## config.mk

```make
export PLATFORM = sky130hd
export DESIGN_NAME = writeback_ctrl_flat
export DESIGN_NICKNAME = d
export VERILOG_FILES = /design/src/rtl/writeback_ctrl_pkg.sv /design/src/rtl/writeback_ctrl_if.sv /design/src/rtl/writeback_ctrl_scoreboard.sv /design/src/rtl/writeback_ctrl.sv /design/src/flat_wrapper.sv
export SDC_FILE = /design/constraint.sdc
export NUM_CORES = 1
export LEC_CHECK = 0
export ABC_AREA = 0
export CAP_MARGIN = 20
export CORE_ASPECT_RATIO = 1.4
export CORE_UTILIZATION = 56
export CTS_BUF_LIST = sky130_fd_sc_hd__clkbuf_2
export CTS_CLUSTER_DIAMETER = 200
export DETAILED_ROUTE_END_ITERATION = 8
export PLACE_DENSITY = 0.88
export SLEW_MARGIN = 15
export SYNTH_ARGS = -nofsm -noshare
export SYNTH_HDL_FRONTEND = slang
export SYNTH_HIERARCHICAL = 1
export SYNTH_SLANG_ARGS = --single-unit
```

## constraint.sdc

```tcl
create_clock -name clk_i -period 4.6 [get_ports clk_i]
set_input_delay 0.69 -clock clk_i [delete_from_list [all_inputs] [get_ports clk_i]]
set_output_delay 0.69 -clock clk_i [all_outputs]
set_load 0.05 [all_outputs]
```

## src/rtl/writeback_ctrl_pkg.sv

```systemverilog
// Shared types and constants for the register-file writeback path.
// Covers result routing, the load skid buffer and the pending-load scoreboard.
package writeback_ctrl_pkg;

    localparam int XLEN_DEFAULT = 32;
    localparam int REG_ADDR_W   = 5;
    localparam int NUM_REGS     = 1 << REG_ADDR_W;

    typedef struct packed {
        logic [REG_ADDR_W-1:0]   rd;
        logic [XLEN_DEFAULT-1:0] data;
    } wb_req_t;

    typedef enum logic [1:0] {
        WB_NONE,
        WB_ALU,
        WB_LSU
    } wb_src_e;

endpackage

```

## src/rtl/writeback_ctrl_if.sv

```systemverilog
// Bundle of ALU/LSU result handshakes, load-issue tracking, decode hazard query
// and register-file write port seen by the writeback controller.
interface writeback_ctrl_if #(
    parameter int XLEN = writeback_ctrl_pkg::XLEN_DEFAULT
);
    import writeback_ctrl_pkg::*;

    logic                  alu_valid_i;
    logic                  alu_ready_o;
    logic [REG_ADDR_W-1:0] alu_rd_i;
    logic [XLEN-1:0]       alu_data_i;

    logic                  lsu_valid_i;
    logic                  lsu_ready_o;
    logic [REG_ADDR_W-1:0] lsu_rd_i;
    logic [XLEN-1:0]       lsu_data_i;

    logic                  issue_valid_i;
    logic [REG_ADDR_W-1:0] issue_rd_i;

    logic [REG_ADDR_W-1:0] rs1_i;
    logic [REG_ADDR_W-1:0] rs2_i;
    logic [REG_ADDR_W-1:0] rdq_i;
    logic                  hazard_o;

    logic                  rf_we_o;
    logic [REG_ADDR_W-1:0] rf_rd_o;
    logic [XLEN-1:0]       rf_rd_data_o;

    modport master (
        output alu_valid_i, alu_rd_i, alu_data_i,
        output lsu_valid_i, lsu_rd_i, lsu_data_i,
        output issue_valid_i, issue_rd_i,
        output rs1_i, rs2_i, rdq_i,
        input  alu_ready_o, lsu_ready_o, hazard_o,
        input  rf_we_o, rf_rd_o, rf_rd_data_o
    );

    modport slave (
        input  alu_valid_i, alu_rd_i, alu_data_i,
        input  lsu_valid_i, lsu_rd_i, lsu_data_i,
        input  issue_valid_i, issue_rd_i,
        input  rs1_i, rs2_i, rdq_i,
        output alu_ready_o, lsu_ready_o, hazard_o,
        output rf_we_o, rf_rd_o, rf_rd_data_o
    );

endinterface

```

## src/rtl/writeback_ctrl_scoreboard.sv

```systemverilog
// Pending-load mask: one bit per architectural register, x0 never pending.
// Three-port lookup tells decode whether any checked register awaits a load.
module load_scoreboard
    import writeback_ctrl_pkg::*;
(
    input  logic                  clk_i,
    input  logic                  rst_ni,
    input  logic                  set_valid_i,
    input  logic [REG_ADDR_W-1:0] set_rd_i,
    input  logic                  clr_valid_i,
    input  logic [REG_ADDR_W-1:0] clr_rd_i,
    input  logic [REG_ADDR_W-1:0] rs1_i,
    input  logic [REG_ADDR_W-1:0] rs2_i,
    input  logic [REG_ADDR_W-1:0] rdq_i,
    output logic                  hazard_o
);

    logic [NUM_REGS-1:0] pending_q;
    logic [NUM_REGS-1:0] pending_d;

    // A new issue to a register overrides the retirement of its previous load.
    always_comb begin
        pending_d = pending_q;
        if (clr_valid_i) pending_d[clr_rd_i] = 1'b0;
        if (set_valid_i) pending_d[set_rd_i] = 1'b1;
        pending_d[0] = 1'b0;
    end

    always_ff @(posedge clk_i or negedge rst_ni) begin
        if (!rst_ni) pending_q <= '0;
        else         pending_q <= pending_d;
    end

    assign hazard_o = pending_q[rs1_i] | pending_q[rs2_i] | pending_q[rdq_i];

endmodule

```

## src/rtl/writeback_ctrl.sv

```systemverilog
// Register-file write-port owner: arbitrates ALU and load results, holds one
// skid-buffered load with a starvation bound, and tracks outstanding loads.
module writeback_ctrl
    import writeback_ctrl_pkg::*;
#(
    parameter int XLEN       = XLEN_DEFAULT,
    parameter int STARVE_MAX = 4
) (
    input logic             clk_i,
    input logic             rst_ni,
    writeback_ctrl_if.slave wb
);

    localparam int STARVE_W = $clog2(STARVE_MAX + 1);
    localparam logic [STARVE_W-1:0] STARVE_LIMIT = STARVE_W'(STARVE_MAX);

    typedef struct packed {
        logic [REG_ADDR_W-1:0] rd;
        logic [XLEN-1:0]       data;
    } req_t;

    logic                buf_valid_q, buf_valid_d;
    req_t                buf_q, buf_d;
    logic [STARVE_W-1:0] starve_q, starve_d;
    logic                rf_we_q, rf_we_d;
    req_t                rf_req_q, rf_req_d;
    wb_src_e             src_q, src_d;

    logic    forced_drain, alu_ready, alu_fire, drain, lsu_ready, lsu_fire, capture;
    wb_src_e sel_src;
    req_t    sel_req;

    // Buffer drains whenever the ALU does not take the port; a starved buffer blocks the ALU.
    assign forced_drain = buf_valid_q && (starve_q == STARVE_LIMIT);
    assign alu_ready    = !forced_drain;
    assign alu_fire     = wb.alu_valid_i && alu_ready;
    assign drain        = buf_valid_q && !alu_fire;
    assign lsu_ready    = !buf_valid_q || drain;
    assign lsu_fire     = wb.lsu_valid_i && lsu_ready;
    assign capture      = lsu_fire && (buf_valid_q || alu_fire);

    always_comb begin
        sel_src     = WB_NONE;
        sel_req     = '0;
        buf_valid_d = buf_valid_q;
        buf_d       = buf_q;
        starve_d    = starve_q;

        if (drain) begin
            sel_src = WB_LSU;
            sel_req = buf_q;
        end else if (alu_fire) begin
            sel_src = WB_ALU;
            sel_req = '{rd: wb.alu_rd_i, data: wb.alu_data_i};
        end else if (lsu_fire) begin
            sel_src = WB_LSU;
            sel_req = '{rd: wb.lsu_rd_i, data: wb.lsu_data_i};
        end

        if (drain) begin
            buf_valid_d = 1'b0;
            starve_d    = '0;
        end else if (buf_valid_q && (starve_q != STARVE_LIMIT)) begin
            starve_d = starve_q + STARVE_W'(1);
        end

        if (capture) begin
            buf_valid_d = 1'b1;
            buf_d       = '{rd: wb.lsu_rd_i, data: wb.lsu_data_i};
        end

        rf_we_d  = (sel_src != WB_NONE) && (sel_req.rd != '0);
        rf_req_d = (sel_src != WB_NONE) ? sel_req : rf_req_q;
        src_d    = sel_src;
    end

    always_ff @(posedge clk_i or negedge rst_ni) begin
        if (!rst_ni) begin
            buf_valid_q <= 1'b0;
            buf_q       <= '0;
            starve_q    <= '0;
            rf_we_q     <= 1'b0;
            rf_req_q    <= '0;
            src_q       <= WB_NONE;
        end else begin
            buf_valid_q <= buf_valid_d;
            buf_q       <= buf_d;
            starve_q    <= starve_d;
            rf_we_q     <= rf_we_d;
            rf_req_q    <= rf_req_d;
            src_q       <= src_d;
        end
    end

    // Pending bit retires on the same edge the register file captures the load data.
    load_scoreboard u_scoreboard (
        .clk_i       (clk_i),
        .rst_ni      (rst_ni),
        .set_valid_i (wb.issue_valid_i),
        .set_rd_i    (wb.issue_rd_i),
        .clr_valid_i (rf_we_q && (src_q == WB_LSU)),
        .clr_rd_i    (rf_req_q.rd),
        .rs1_i       (wb.rs1_i),
        .rs2_i       (wb.rs2_i),
        .rdq_i       (wb.rdq_i),
        .hazard_o    (wb.hazard_o)
    );

    assign wb.alu_ready_o  = alu_ready;
    assign wb.lsu_ready_o  = lsu_ready;
    assign wb.rf_we_o      = rf_we_q;
    assign wb.rf_rd_o      = rf_req_q.rd;
    assign wb.rf_rd_data_o = rf_req_q.data;

endmodule

```

## src/flat_wrapper.sv

```systemverilog
// flat-port wrapper written by rule: the top's interface ports become plain ports
module writeback_ctrl_flat import writeback_ctrl_pkg::*;
#(
    parameter int XLEN       = XLEN_DEFAULT,
    parameter int STARVE_MAX = 4
)
  (clk_i, rst_ni, wb_alu_valid_i, wb_alu_rd_i, wb_alu_data_i, wb_lsu_valid_i, wb_lsu_rd_i, wb_lsu_data_i, wb_issue_valid_i, wb_issue_rd_i, wb_rs1_i, wb_rs2_i, wb_rdq_i, wb_alu_ready_o, wb_lsu_ready_o, wb_hazard_o, wb_rf_we_o, wb_rf_rd_o, wb_rf_rd_data_o);
  writeback_ctrl_if #(.XLEN(XLEN)) wb_i ();
  input logic clk_i;
  input logic rst_ni;
  input wire logic [$bits(wb_i.alu_valid_i)-1:0] wb_alu_valid_i;
  input wire logic [$bits(wb_i.alu_rd_i)-1:0] wb_alu_rd_i;
  input wire logic [$bits(wb_i.alu_data_i)-1:0] wb_alu_data_i;
  input wire logic [$bits(wb_i.lsu_valid_i)-1:0] wb_lsu_valid_i;
  input wire logic [$bits(wb_i.lsu_rd_i)-1:0] wb_lsu_rd_i;
  input wire logic [$bits(wb_i.lsu_data_i)-1:0] wb_lsu_data_i;
  input wire logic [$bits(wb_i.issue_valid_i)-1:0] wb_issue_valid_i;
  input wire logic [$bits(wb_i.issue_rd_i)-1:0] wb_issue_rd_i;
  input wire logic [$bits(wb_i.rs1_i)-1:0] wb_rs1_i;
  input wire logic [$bits(wb_i.rs2_i)-1:0] wb_rs2_i;
  input wire logic [$bits(wb_i.rdq_i)-1:0] wb_rdq_i;
  output wire logic [$bits(wb_i.alu_ready_o)-1:0] wb_alu_ready_o;
  output wire logic [$bits(wb_i.lsu_ready_o)-1:0] wb_lsu_ready_o;
  output wire logic [$bits(wb_i.hazard_o)-1:0] wb_hazard_o;
  output wire logic [$bits(wb_i.rf_we_o)-1:0] wb_rf_we_o;
  output wire logic [$bits(wb_i.rf_rd_o)-1:0] wb_rf_rd_o;
  output wire logic [$bits(wb_i.rf_rd_data_o)-1:0] wb_rf_rd_data_o;
  assign wb_i.alu_valid_i = wb_alu_valid_i;
  assign wb_i.alu_rd_i = wb_alu_rd_i;
  assign wb_i.alu_data_i = wb_alu_data_i;
  assign wb_i.lsu_valid_i = wb_lsu_valid_i;
  assign wb_i.lsu_rd_i = wb_lsu_rd_i;
  assign wb_i.lsu_data_i = wb_lsu_data_i;
  assign wb_i.issue_valid_i = wb_issue_valid_i;
  assign wb_i.issue_rd_i = wb_issue_rd_i;
  assign wb_i.rs1_i = wb_rs1_i;
  assign wb_i.rs2_i = wb_rs2_i;
  assign wb_i.rdq_i = wb_rdq_i;
  assign wb_alu_ready_o = wb_i.alu_ready_o;
  assign wb_lsu_ready_o = wb_i.lsu_ready_o;
  assign wb_hazard_o = wb_i.hazard_o;
  assign wb_rf_we_o = wb_i.rf_we_o;
  assign wb_rf_rd_o = wb_i.rf_rd_o;
  assign wb_rf_rd_data_o = wb_i.rf_rd_data_o;
  writeback_ctrl #(.XLEN(XLEN), .STARVE_MAX(STARVE_MAX)) u_core (.clk_i(clk_i), .rst_ni(rst_ni), .wb(wb_i));
endmodule
```

==> metrics.md, run 1 <==
| Metric | Value |
|---|---|
| Antenna violations before repair | 1 |
| Result of the run | finished clean |
| All-layer global routing usage | 32.6% |
| IO buf count | 139 |
| Warnings, synthesis | 6 |
| Post-CTS setup repair buffer count | 0 |
| Post-route clock period utilization | 87.3% |
| Proportion of layout cells with a drive suffix above 1 | 12.8% |
| Clock buffer count from CTS | 9 |
| Clock transition at the registers of the reported paths | 0.28 ns |
| Post-layout min period | 4.01 ns |
| Net switching fraction of the power | 37.5% |
| Number of nets in the layout | 795 |
| Power share of the combinational group | 36.3% |
| Grt ovf | 0 |
| Largest fanout on the critical path | 9 |
| Final hold vios | 0 |
| Final antenna-violating net count | 0 |
| Number of sinks handled by clock tree synthesis | 112 |
| Endpoint required time on the critical path | 3.91 ns |
| Data arrival time of the critical path | 3.32 ns |
| Worst setup path start | wb_rs2_i[1] |
| Buffer type at the clock tree root | clkbuf_2 |
| Maximum number of pins on one net before global-route repair | 83 |
| Setup total negative slack | 0 ns |
| Core region area | 10400 um2 |
| Cell area after synthesis | 6020 um2 |
| Max Fclk | 249 MHz |
| Wirelength, routed | 17300 um |
| Effective utilization at floorplan | 57.8% |
| RSZ-0062 raised after global routing | false |
| Maximum buffer depth of the clock tree | 2 |
| Final design instance area without fill | 7660 um2 |
| Wire length of the first global-routing pass | 27700 um |
| Number of violations reported at the end of detailed-routing iteration 0 | 463 |
| Clock latency on the worst-skew pair | 0.60 ns |
| Share of power burned in registers | 46.9% |
| Total number of H-tree levels | 3 |
| Worst Hold Margin | 0.540 ns |
| Cell Rows | 44 |
| IR drop worst, VDD | 0.279 mV |
| Drt wl/cell | 20.7 um |
| Count of distinct cell types in the synthesized netlist | 47 |
| Number of max-cap violations | 0 |
| Worst Skew | 0.0394 ns |
| Final Slew Violations | 0 |
| Number of detailed-routing iterations run before antenna repair | 5 |
| Final HPWL DP | 11900 um |
| Net count of the mapped netlist | 671 |
| Crit path launch type | input pin |
| Total setup violations reported at the end of the flow | 0 |
| Clock network fraction of total power | 16.8% |
| Leakage power of the design | 0.00304 uW |
| Worst reg2reg path startpoint | u_core/buf_valid_q$_DFFE_PN0P_ |
| Endpoint kind of the worst setup timing path | output port |
| TritonCTS clock tree | done |
| Worst slew margin relative to its limit | 40.7% |
| Setup CP Type | input pin to output port |
| Cell types with the largest area share after synthesis | dfrtp_1 (47%), mux2_4 (7.7%), o21ai_0 (5.3%), nand2_1 (5.3%), mux4_2 (5.2%) |
| Number of design rule violations left after detail routing | 0 |
| Min setup slack post-route | 0.586 ns |
| Layout overhead on the synthesized area | 27.3% |
| Number of enable flip-flop cells after synthesis | 0 |
| Vias post-DR | 5271 |
| Async SR Flop Fraction | 100% |
| Total of flip-flops plus latches after synthesis | 112 |
| GPL Wtd Cong | 0.921 |
| Sequential element share of the synthesized area | 46.6% |
| Cell Pwr Density | 427 nW/um2 |
| Via count of the first global-routing pass | 5431 |
| Type of the most critical hold path | input pin to asynchronous set/reset pin |
| Cell type with the largest total area after synthesis | dfrtp_1 |
| Height of the die | 125 um |
| Main synth FF type | dfrtp_1 |
| Number of vias per cell | 6.30 |
| Placed cell areas | 7440 um2 |
| # IOs | 140 |
| Fraction of synthesized cell area taken by the top area cell type | 46.6% |
| Internal power | 2050 uW |
| Pre-CTS WS | 0.591 ns |
| Syn_area_per_cell | 10.6 um2 |
| Die X | 89.6 um |
| Least-Margin Pin Slew | 0.890 ns |
| Post-synthesis instance total | 570 |
| Area of the die | 11200 um2 |
| Net load switching power | 1230 uW |
[flip-flops by register name (all words and copies together), names as in the netlist]
signal	count
u_core/u_scoreboard/pending_q	31
u_core/buf_valid_q	1
u_core/wb.rf_we_o	1
u_core/wb.rf_rd_data_o	32
u_core/buf_q	37
u_core/src_q	2
u_core/starve_q	3
u_core/wb.rf_rd_o	5
[power groups by stage]
stage                     Combinational (uW)  Clock, uW  Sequential, uW
final                                   1190        549            1530
after global routing                    1270        591            1560
after CTS                               1170        550            1520
after detailed placement                1170          0            1540
after global placement                  1140          0            1530
after floorplan                          596          0            1630
[layout make-up]
class	count	area [um2]
clock inverter	6	108
clock buffer	9	45.0
sequential	112	2800
tap	138	173
timing repair buffer	149	1510
antenna	1	2.50
inverter	6	22.5
multi-input combinational	416	2990
fill	684	2750
[Yosys cell counts, drive strengths merged, types with 4 or more instances]
cell type and count:
inv 6, nor2b 7, nand3b 15, mux2 43, clkbuf 13, mux4 14
a41oi 32, or3b 4, nor2 42, o21ai 65, dfrtp 112, nand2 86
or3 6, mux2i 16, a22o 5, buf 23, nand3 45
[metrics by stage]
stage	utilization [%]	std cells	total power, uW
finish	73.6	837	3270
CTS	73.0	833	3240
detailed placement	71.5	818	2710
global placement	71.5	818	2670
floorplan	-	570	2230
global route	73.6	837	3420
[path summary, 6_finish.rpt]
path                                                     endpoint  slack, ns  cells after the start
max                                                   wb_hazard_o       0.59                      7
min                        u_core/wb.rf_rd_data_o[16]$_DFFE_PN0P_       0.54                      2
max reg2reg                           u_core/buf_q[5]$_DFFE_PN0P_       2.19                      4
min reg2reg                           u_core/buf_q[3]$_DFFE_PN0P_       0.54                      1
max in group asynchronous            u_core/buf_q[25]$_DFFE_PN0P_       3.30                      3
min in group clk_i                    u_core/buf_q[3]$_DFFE_PN0P_       0.54                      1
[placed cells by master, fill, tap and decap left out, drive strengths merged, types with 15 or more instances in the layout]
cell type and count:
mux2 43, nand3b 15, dfrtp 112, clkdlybuf4s50 137, nand3 45, nor2 42, nand2 86, a41oi 32
o21ai 65, mux2i 16
[kinds of logic (layout without fill, tap and decap cells)]
group | Yosys count | after routing | share of synthesized area [%]
flops | 112 | 112 | 46.6
simple gates | 218 | 218 | 17.3
buf+inv | 42 | 170 | 3.76
compound gates | 123 | 123 | 14.0
mux | 73 | 73 | 17.9
fa+ha+maj | 2 | 2 | 0.416
other cells | 0 | 1 | 0
[critical path, cell delays in order]
cell,delay [ns]
clkdlybuf4s50_1,0.79
mux2_1,0.37
or3_1,0.31
o2111ai_1,0.10
and4_1,0.25
nand4_1,0.09
clkdlybuf4s50_1,0.71
[metal layers]
layer | share of wire (%) | routed length [um] | GRT usage, %
met1 | 37 | 6410 | 41.1
met2 | 51 | 8800 | 51.6
met3 | 7.7 | 1330 | 8.42
met4 | 4.4 | 756 | 15.2
met5 | 0 | 0 | 0
[what timing repair did]
action,CTS,global route
hold buffers,0,1
gates resized for setup,0,0
endpoints found under the hold margin,0,28
Note: power is estimated with default switching activity, not from simulation.
==> inputs of run 2 (changes only) <==
- SKIP_CTS_REPAIR_TIMING: not set -> 1
==> results of run 2 <==
Final layout, timing and power as in run 1 (identical DEF).
